## src/rtl/cpu_debug_pkg.sv

```systemverilog
// Shared types and constants for the CPU debug reporter.
// Frame layout constants and the HLT opcode live here.
package cpu_debug_pkg;

    typedef enum logic [2:0] {
        IDLE    = 3'd0,
        RUN     = 3'd1,
        SEND    = 3'd2,
        WAIT_TX = 3'd3,
        DONE    = 3'd4
    } state_t;

    localparam logic [7:0] FRAME_HDR = 8'hA5;
    localparam int         FRAME_LEN = 8;
    localparam logic [4:0] HLT_OP    = 5'b00000;

endpackage

```

## src/rtl/debug_frame_mux.sv

```systemverilog
// Selects one byte of the 8-byte result frame by index.
// Byte 7 is the XOR checksum of bytes 1..6.
module debug_frame_mux
    import cpu_debug_pkg::*;
(
    input  logic [2:0]  idx,
    input  logic [15:0] pc,
    input  logic [15:0] acc,
    input  logic [15:0] cyc,
    output logic [7:0]  frame_byte
);

    logic [7:0] checksum;

    assign checksum = pc[15:8] ^ pc[7:0] ^ acc[15:8] ^ acc[7:0]
                    ^ cyc[15:8] ^ cyc[7:0];

    // Byte selector over the fixed frame layout
    always_comb begin
        frame_byte = FRAME_HDR;
        unique case (idx)
            3'd0: frame_byte = FRAME_HDR;
            3'd1: frame_byte = pc[15:8];
            3'd2: frame_byte = pc[7:0];
            3'd3: frame_byte = acc[15:8];
            3'd4: frame_byte = acc[7:0];
            3'd5: frame_byte = cyc[15:8];
            3'd6: frame_byte = cyc[7:0];
            3'd7: frame_byte = checksum;
        endcase
    end

endmodule

```

## src/rtl/cpu_debug_reporter.sv

```systemverilog
// Runs the CPU until HLT, counts cycles, then streams
// the result frame to the UART TX one byte per handshake.
module cpu_debug_reporter
    import cpu_debug_pkg::*;
#(
    parameter int N_BUS    = 16,
    parameter int N_BUS_IN = 11,
    parameter int N_OP     = 5,
    parameter int N_BYTE   = 8,
    parameter int N_CYC    = 16
) (
    input  logic                i_clk,
    input  logic                i_reset,
    input  logic                i_start,
    input  logic [N_BUS-1:0]    i_instr,
    input  logic [N_BUS_IN-1:0] i_PC,
    input  logic [N_BUS-1:0]    i_acc,
    input  logic                i_tx_done,
    output logic                o_cpu_en,
    output logic                o_tx_start,
    output logic [N_BYTE-1:0]   o_tx_data,
    output logic                o_done
);

    state_t           state;
    logic [N_CYC-1:0] cyc;
    logic [N_CYC-1:0] cyc_inc;
    logic [15:0]      pc_q;
    logic [15:0]      acc_q;
    logic [15:0]      cyc_q;
    logic [2:0]       idx;
    logic [2:0]       sel_idx;
    logic [7:0]       frame_byte;
    logic             is_hlt;

    assign is_hlt  = (i_instr[N_BUS-1 -: N_OP] == N_OP'(HLT_OP));
    assign cyc_inc = (&cyc) ? cyc : cyc + N_CYC'(1);

    // Outputs are registered, so the mux looks at the byte about to be sent
    assign sel_idx = (state == WAIT_TX) ? idx + 3'd1 : 3'd0;

    debug_frame_mux u_mux (
        .idx        (sel_idx),
        .pc         (pc_q),
        .acc        (acc_q),
        .cyc        (cyc_q),
        .frame_byte (frame_byte)
    );

    // Control FSM with cycle counter, halt latches and frame sequencing
    always_ff @(posedge i_clk or posedge i_reset) begin
        if (i_reset) begin
            state      <= IDLE;
            cyc        <= '0;
            pc_q       <= '0;
            acc_q      <= '0;
            cyc_q      <= '0;
            idx        <= '0;
            o_cpu_en   <= 1'b0;
            o_tx_start <= 1'b0;
            o_tx_data  <= '0;
            o_done     <= 1'b0;
        end else begin
            o_tx_start <= 1'b0;
            unique case (state)
                IDLE: begin
                    if (i_start) begin
                        state    <= RUN;
                        o_cpu_en <= 1'b1;
                        cyc      <= '0;
                    end
                end
                RUN: begin
                    cyc <= cyc_inc;
                    if (is_hlt) begin
                        pc_q       <= 16'(i_PC);
                        acc_q      <= 16'(i_acc);
                        cyc_q      <= 16'(cyc_inc);
                        idx        <= '0;
                        o_cpu_en   <= 1'b0;
                        o_tx_data  <= N_BYTE'(frame_byte);
                        o_tx_start <= 1'b1;
                        state      <= SEND;
                    end
                end
                SEND: begin
                    state <= WAIT_TX;
                end
                WAIT_TX: begin
                    if (i_tx_done) begin
                        if (idx == 3'(FRAME_LEN - 1)) begin
                            state  <= DONE;
                            o_done <= 1'b1;
                        end else begin
                            idx        <= idx + 3'd1;
                            o_tx_data  <= N_BYTE'(frame_byte);
                            o_tx_start <= 1'b1;
                            state      <= SEND;
                        end
                    end
                end
                DONE: begin
                    o_done   <= 1'b1;
                    o_cpu_en <= 1'b0;
                end
                default: state <= IDLE;
            endcase
        end
    end

endmodule

```

## config.mk

```make
export PLATFORM = sky130hd
export DESIGN_NAME = cpu_debug_reporter
export DESIGN_NICKNAME = d
export VERILOG_FILES = /design/src/rtl/cpu_debug_pkg.sv /design/src/rtl/debug_frame_mux.sv /design/src/rtl/cpu_debug_reporter.sv
export SDC_FILE = /design/constraint.sdc
export NUM_CORES = 1
export LEC_CHECK = 0
export CAP_MARGIN = 20
export CORE_MARGIN = 5
export CORE_UTILIZATION = 50
export DETAILED_ROUTE_END_ITERATION = 10
export GPL_TIMING_DRIVEN = 0
export PLACE_DENSITY = 0.74
export SLEW_MARGIN = 5
export SYNTH_ARGS = -nofsm -noshare
export SYNTH_HDL_FRONTEND = slang
export SYNTH_SLANG_ARGS = --single-unit
```

## constraint.sdc

```tcl
create_clock -name i_clk -period 2.6 [get_ports i_clk]
set_input_delay 0.52 -clock i_clk [delete_from_list [all_inputs] [get_ports i_clk]]
set_output_delay 0.52 -clock i_clk [all_outputs]
set_load 0.02 [all_outputs]
```

Yosys cells after proc, flatten, opt, wreduce, memory -nomap -nowiden

Index checks and enable logic that the tools add are counted.

Word-level logic and storage cells: 77
Flip-flop bits (word level): 76
Bits of input ports: 47

Reduce and logical (&&, ||, !) cells: 14
Add/sub/neg operators: 2
Bitwise operators: 6
Eq/ne operators: 17
Multiplexer cells: 28

Operators by type and width:

| operator                                             | number |
|---|---|
| one-hot mux 8 bit (8 select lines)                   | 1 |
| two-way mux 16 bit                                   | 2 |
| one-hot mux 16 bit (2 select lines)                  | 1 |
| XOR 8 bit                                            | 4 |
| two-way mux 3 bit                                    | 8 |
| two-way mux 8 bit                                    | 3 |
| equality test 3 bit (second input constant)          | 6 |
| adder 16 x 1 -> 16 bit (second input constant)       | 1 |
| one-hot mux 8 bit (2 select lines)                   | 1 |
| AND reduction 16 bit                                 | 1 |
| one-hot mux 3 bit (5 select lines)                   | 1 |
| equality test 3 x 2 -> 1 bit (second input constant) | 4 |
| inequality test 2 bit (second input constant)        | 4 |
| AND reduction 4 bit                                  | 2 |
| XOR 3 x 8 -> 8 bit                                   | 1 |
| two-way mux 1 bit                                    | 7 |
| equality test 3 x 1 -> 1 bit (second input constant) | 2 |
| logical NOT 3 bit                                    | 2 |
| one-hot mux 3 bit (2 select lines)                   | 1 |
| AND reduction 3 bit                                  | 2 |
| nonzero test 2 bit                                   | 3 |
| logical NOT 5 bit                                    | 1 |
| one-hot mux 1 bit (2 select lines)                   | 2 |
| AND reduction 2 bit                                  | 2 |
| 5 further kinds                                      | 5 |

Depth between registers and ports, before layout

Depth after elaboration: 9
Mapped depth: 9
Mapped depth without buffers: 8

Cells and area by module

From an unflattened synthesis, not the netlist that was laid out.

Cell total of the unflattened synthesis: 473
Area total of the unflattened synthesis: 4341.7 um^2

By module, submodules not included:

| module             | area an instance (um^2) | cells an instance | times used | sequential area each (um^2) |
|---|---|---|---|---|
| cpu_debug_reporter | 3478.3                  | 363               | 1          | 1901.8 |
| debug_frame_mux    | 863.3                   | 110               | 1          | 0.0 |

Worst setup path before layout

Ideal clock, no wire load.

Kind: reg-to-reg
Start point: register idx[0]
End point: register o_tx_data[5]
Path buffers: 2
Slack: 0.595 ns
Cell stages (with the launch flop): 9
Arrival: 1.879 ns
Clock period less this slack: 2.005 ns
Required time: 2.474 ns
Setup time: 0.126 ns
Path through: dfrtp_1 -> ha_1 -> ha_1 -> buf_2 -> clkbuf_1 -> nor2_1 -> a32oi_1 -> a21oi_1 -> o32a_1

Cells in the longest elaborated chain, start to end: 7

Ends and longest elaborated chain:

| item                                              | RTL line                 | RTL |
|---|---|---|
| start: declaration                                | cpu_debug_reporter.sv:31 | `logic [2:0] idx;` |
| start signal: assignment                          | cpu_debug_reporter.sv:95 | `idx <= idx + 3'd1;` |
| adder 3 x 1 -> 3 bit                              | cpu_debug_reporter.sv:40 | `assign sel_idx = (state == WAIT_TX) ? idx + 3'd1 : 3'd0;` |
| two-way mux 3 bit                                 | cpu_debug_reporter.sv:40 |  |
| equality test 3 bit, or another cell as far along | debug_frame_mux.sv:21    | `unique case (idx)` |
| one-hot mux 8 bit (8 select lines)                | debug_frame_mux.sv:21    |  |
| two-way mux 8 bit                                 | cpu_debug_reporter.sv:91 | `if (idx == 3'(FRAME_LEN - 1)) begin` |
| two-way mux 8 bit                                 | cpu_debug_reporter.sv:90 | `if (i_tx_done) begin` |
| one-hot mux 8 bit (2 select lines)                | cpu_debug_reporter.sv:65 | `unique case (state)` |
| end signal: assignment                            | cpu_debug_reporter.sv:81 | `o_tx_data <= N_BYTE'(frame_byte);` |
| end signal: assignment                            | cpu_debug_reporter.sv:96 | `o_tx_data <= N_BYTE'(frame_byte);` |
| end: declaration                                  | cpu_debug_reporter.sv:21 | `output logic [N_BYTE-1:0] o_tx_data,` |

Several ways; a longest one is shown, not always the timed one. The select of a mux whose other input is x is not followed.
A chain may end at the register's enable or synchronous reset.

Worst setup path in the final report

Start point: register idx[0]
End point: register o_tx_data[2]

The elaborated chain is that of the path after synthesis.

==> metrics.csv <==
stage;metric;value;unit
clocking;root_buffer;clkbuf_8;
critical_path;r2r-start;idx[0]$_DFFE_PP0P_;
power_and_ir_drop;seqPwrFrac;38.5;%
critical_path;cp-end-kind;flop;
layout;design_area;5000;um^2
synthesis;yosysSeqAreaShare;45.7;%
route;final_antenna_net_count;0;
timing;setup_viol;0;
route;wl_per_cell;15.7;um
synthesis;synth.avg_cell_area;8.69;um^2
critical_path;critical_path.startpoint_type;flop;
clocking;clock_sinks;76;
floorplanning;die_w;101;um
power_and_ir_drop;clock_power_share;19.8;%
timing;layout_min_cycle_time;2.38;ns
clocking;cts_tree;yes;
power_and_ir_drop;power_density;1000;nW/um^2
synthesis;yosysUniqueCellTypes;47;
global_routing;grt_max_degree;44;
route;drc_errors;0;
power_and_ir_drop;power_frac_comb;41.8;%
synthesis;synth-seq-cells;76;
floorplanning;rows;33;
min_path;hp-start;o_done$_DFFE_PP0P_;
power_and_ir_drop;leakagePower;0.00216;uW
timing;fin_skew;0.00896;ns
clocking;post-cts-setup-buffers;0;
status;outcome;finished, final reports clean;
synthesis;synth_edf_count;0;
power_and_ir_drop;intPower;3080;uW
min_path;min_to;o_done$_DFFE_PP0P_;
timing;slew_headroom;56.5;%
critical_path;crit_top_cell;a21oi_1;
route;via_per_inst;5.57;
layout;final-instance-count-excl-fill;647;
critical_path;cp_cell_sequence;ha_1 -> ha_1 -> buf_2 -> clkbuf_1 -> nor3_1 -> a21oi_1 -> a21oi_1 -> a21oi_1 -> a21oi_1;
synthesis;ys_warn_count;0;
timing;slew_viol_final;0;
synthesis;synth_cells;479;
global_routing;grt_pass1_wl;16700;um
placement;place.gp.congestion;0.843;
critical_path;crit_type;flop to flop;
floorplanning;die_h;101;um
critical_path;crit_path_max_incr_delay;0.43;ns
min_path;min_path_type;flop to flop;
layout;area_growth;20.0;%
route;dr_total_vias;3607;
global_routing;antenna_found_initial;0;
global_routing;grt_usage;20.9;%
placement;portBuffers;46;
floorplanning;coreArea;8180;um^2
critical_path;worstReg2RegEnd;o_tx_data[2]$_DFFE_PP0P_;
critical_path;cp_slowest_cell;dfrtp_1;
synthesis;syn-num-nets;529;
critical_path;required;2.82;ns
min_path;whs_path_depth;1;
timing;fin_crit_sh;91.5;%
timing;rsz0062_at_grt;false;
critical_path;cp.arrival;2.60;ns
power_and_ir_drop;peakVddDrop;412;uV
synthesis;synthArstFlopShare;100;%
layout;layout-drive-gt1-share;7.01;%
clocking;htreeDepth;3;
route;drt_iter0_drc;219;
clocking;clk_path_buf_depth;2;
clocking;clkLatencyLatePin;0.34;ns
floorplanning;die_area;10300;um^2
clocking;cts_resized;0;
timing;tns;0;ns
clocking;cts_hold_buf;0;
critical_path;critPathMaxFanout;10;
clocking;numCtsBuffers;9;
layout;diodes;0;
route;drt_first_pass_iters;7;
critical_path;reg2regPathDepth;9;
synthesis;synth_ff_type;dfrtp_1;
layout;fillers;698;
placement;hpwl;7640;um
floorplanning;initial_core_util;50.9;%
floorplanning;ioPinCount;58;
timing;max_freq;420;MHz
power_and_ir_drop;total_power;5000;uW
clocking;clk_pin_slew;0.08;ns
power_and_ir_drop;switchingPower;1930;uW
global_routing;grt_pass1_vias;3453;
synthesis;netlist_area;4160;um^2
power_and_ir_drop;swShare;38.5;%
timing;tightestPinTransition;0.648;ns
placement;place_area;4780;um^2
placement;dp.cells;631;
global_routing;grt_overflow;0;
critical_path;reg2reg_slack;0.22;ns
route;wirelength;10200;um
layout;layout.nets;588;
flow_run;max-cap-violations;0;
timing;hold_viol_final;0;
power by group through the flow:
stage	combinational (uW)	sequential [uW]	clock, uW
CTS	2080	1920	997
detailed placement	2060	1940	0
floorplan	1560	1870	0
global placement	2000	1920	0
finish	2090	1920	991
global route	2330	1970	1050
how the worst max path moves through the flow:
| stage | from | to | cells after the start |
|---|---|---|---|
| global placement | i_reset | cyc_q[6]$_DFFE_PP0P_ | 2 |
| floorplan | i_reset | acc_q[0]$_DFFE_PP0P_ | 1 |
| CTS | idx[0]$_DFFE_PP0P_ | o_tx_data[2]$_DFFE_PP0P_ | 9 |
| global route | idx[0]$_DFFE_PP0P_ | o_tx_data[2]$_DFFE_PP0P_ | 9 |
| finish | idx[0]$_DFFE_PP0P_ | o_tx_data[2]$_DFFE_PP0P_ | 9 |
| detailed placement | i_start | cyc[1]$_DFFE_PP0P_ | 5 |
cell usage in the layout, fill, tap and decap left out, types with 10 or more instances in the layout:
cell type,count
xnor2_1,35
nand2_1,120
clkbuf_1,16
o21ai_0,36
nor3_1,10
clkdlybuf4s50_1,46
a21oi_1,30
nor2_1,36
nand3_1,12
dfrtp_1,76
clkbuf_8,10
synthesized netlist by cell type (3+ instances only):
master / n / area (um^2)
nand2_1: 120 / 450
dfrtp_1: 76 / 1900
nor2_1: 36 / 135
o21ai_0: 36 / 180
xnor2_1: 35 / 307
a21oi_1: 30 / 150
clkbuf_1: 15 / 56.3
nand3_1: 12 / 60.1
nor3_1: 10 / 50.1
a32oi_1: 7 / 61.3
a31oi_1: 6 / 37.5
and3_1: 6 / 37.5
buf_2: 6 / 30.0
mux2i_1: 6 / 60.1
inv_1: 5 / 18.8
o31ai_1: 5 / 37.5
xor2_1: 5 / 43.8
nand3b_1: 4 / 30.0
nand4_1: 4 / 25.0
nor2b_1: 4 / 25.0
o21a_1: 4 / 30.0
or3_1: 4 / 25.0
a21o_1: 3 / 22.5
a221oi_1: 3 / 26.3
ha_1: 3 / 37.5
nand2b_1: 3 / 18.8
worst max-delay path: cells and delay by family (launching register included):
kind	cells	cell delay [ns]
flip-flops	1	0.43
AO/OA/AOI/OAI	4	0.60
buffers and inverters	2	0.58
AND/OR/NAND/NOR	1	0.13
adder cells (fa/ha/maj)	2	0.51
kinds of logic after synthesis:
| group | count (synthesis) | share of synthesized area, % |
|---|---|---|
| adder cells (fa/ha/maj) | 3 | 0.902 |
| buffers and inverters | 29 | 2.94 |
| flip-flops | 76 | 45.7 |
| XOR/XNOR | 40 | 8.41 |
| AND/OR/NAND/NOR | 220 | 25.2 |
| multiplexers | 7 | 1.71 |
| AO/OA/AOI/OAI | 104 | 15.1 |
metal layers:
metal | share of wire (%) | vias up | GRT usage [%] | wire, um
met1 | 47 | 1735 | 29.0 | 4750
li1 | - | 1767 | - | -
met3 | 4.2 | 17 | 3.86 | 429
met5 | 0 | - | 0 | 0
met4 | 1.5 | 0 | 6.13 | 153
met2 | 47 | 88 | 33.5 | 4820
flip-flops by register name (all words and copies together) (netlist names):
name        cells
idx             3
cyc_q          16
acc_q          16
o_cpu_en        1
o_tx_start      1
state           3
pc_q           11
o_done          1
cyc            16
o_tx_data       8
cell type report:
class / instances / area (um^2) / share of cell area (%)
repair buffers: 48 / 485 / 9.71
clock inverters: 4 / 73.8 / 1.48
inverters: 5 / 21.3 / 0.426
well taps: 105 / 131 / 2.63
multi-input cells: 374 / 2140 / 42.8
flip-flops and latches: 76 / 1900 / 38.0
plain buffers: 24 / 104 / 2.08
clock buffers: 11 / 141 / 2.83
per-stage QoR:
stage | util, % | hold WS, ns | setup slack [ns]
finish | 61.1 | 0.478 | 0.221
global route | 61.1 | 0.492 | 0.0716
CTS | 61.1 | 0.491 | 0.261
detailed placement | 58.4 | 0.474 | -0.0608
global placement | 58.2 | 0.454 | -1.09
floorplan | - | 0.443 | 0.142
(Power assumes the default switching activity.)
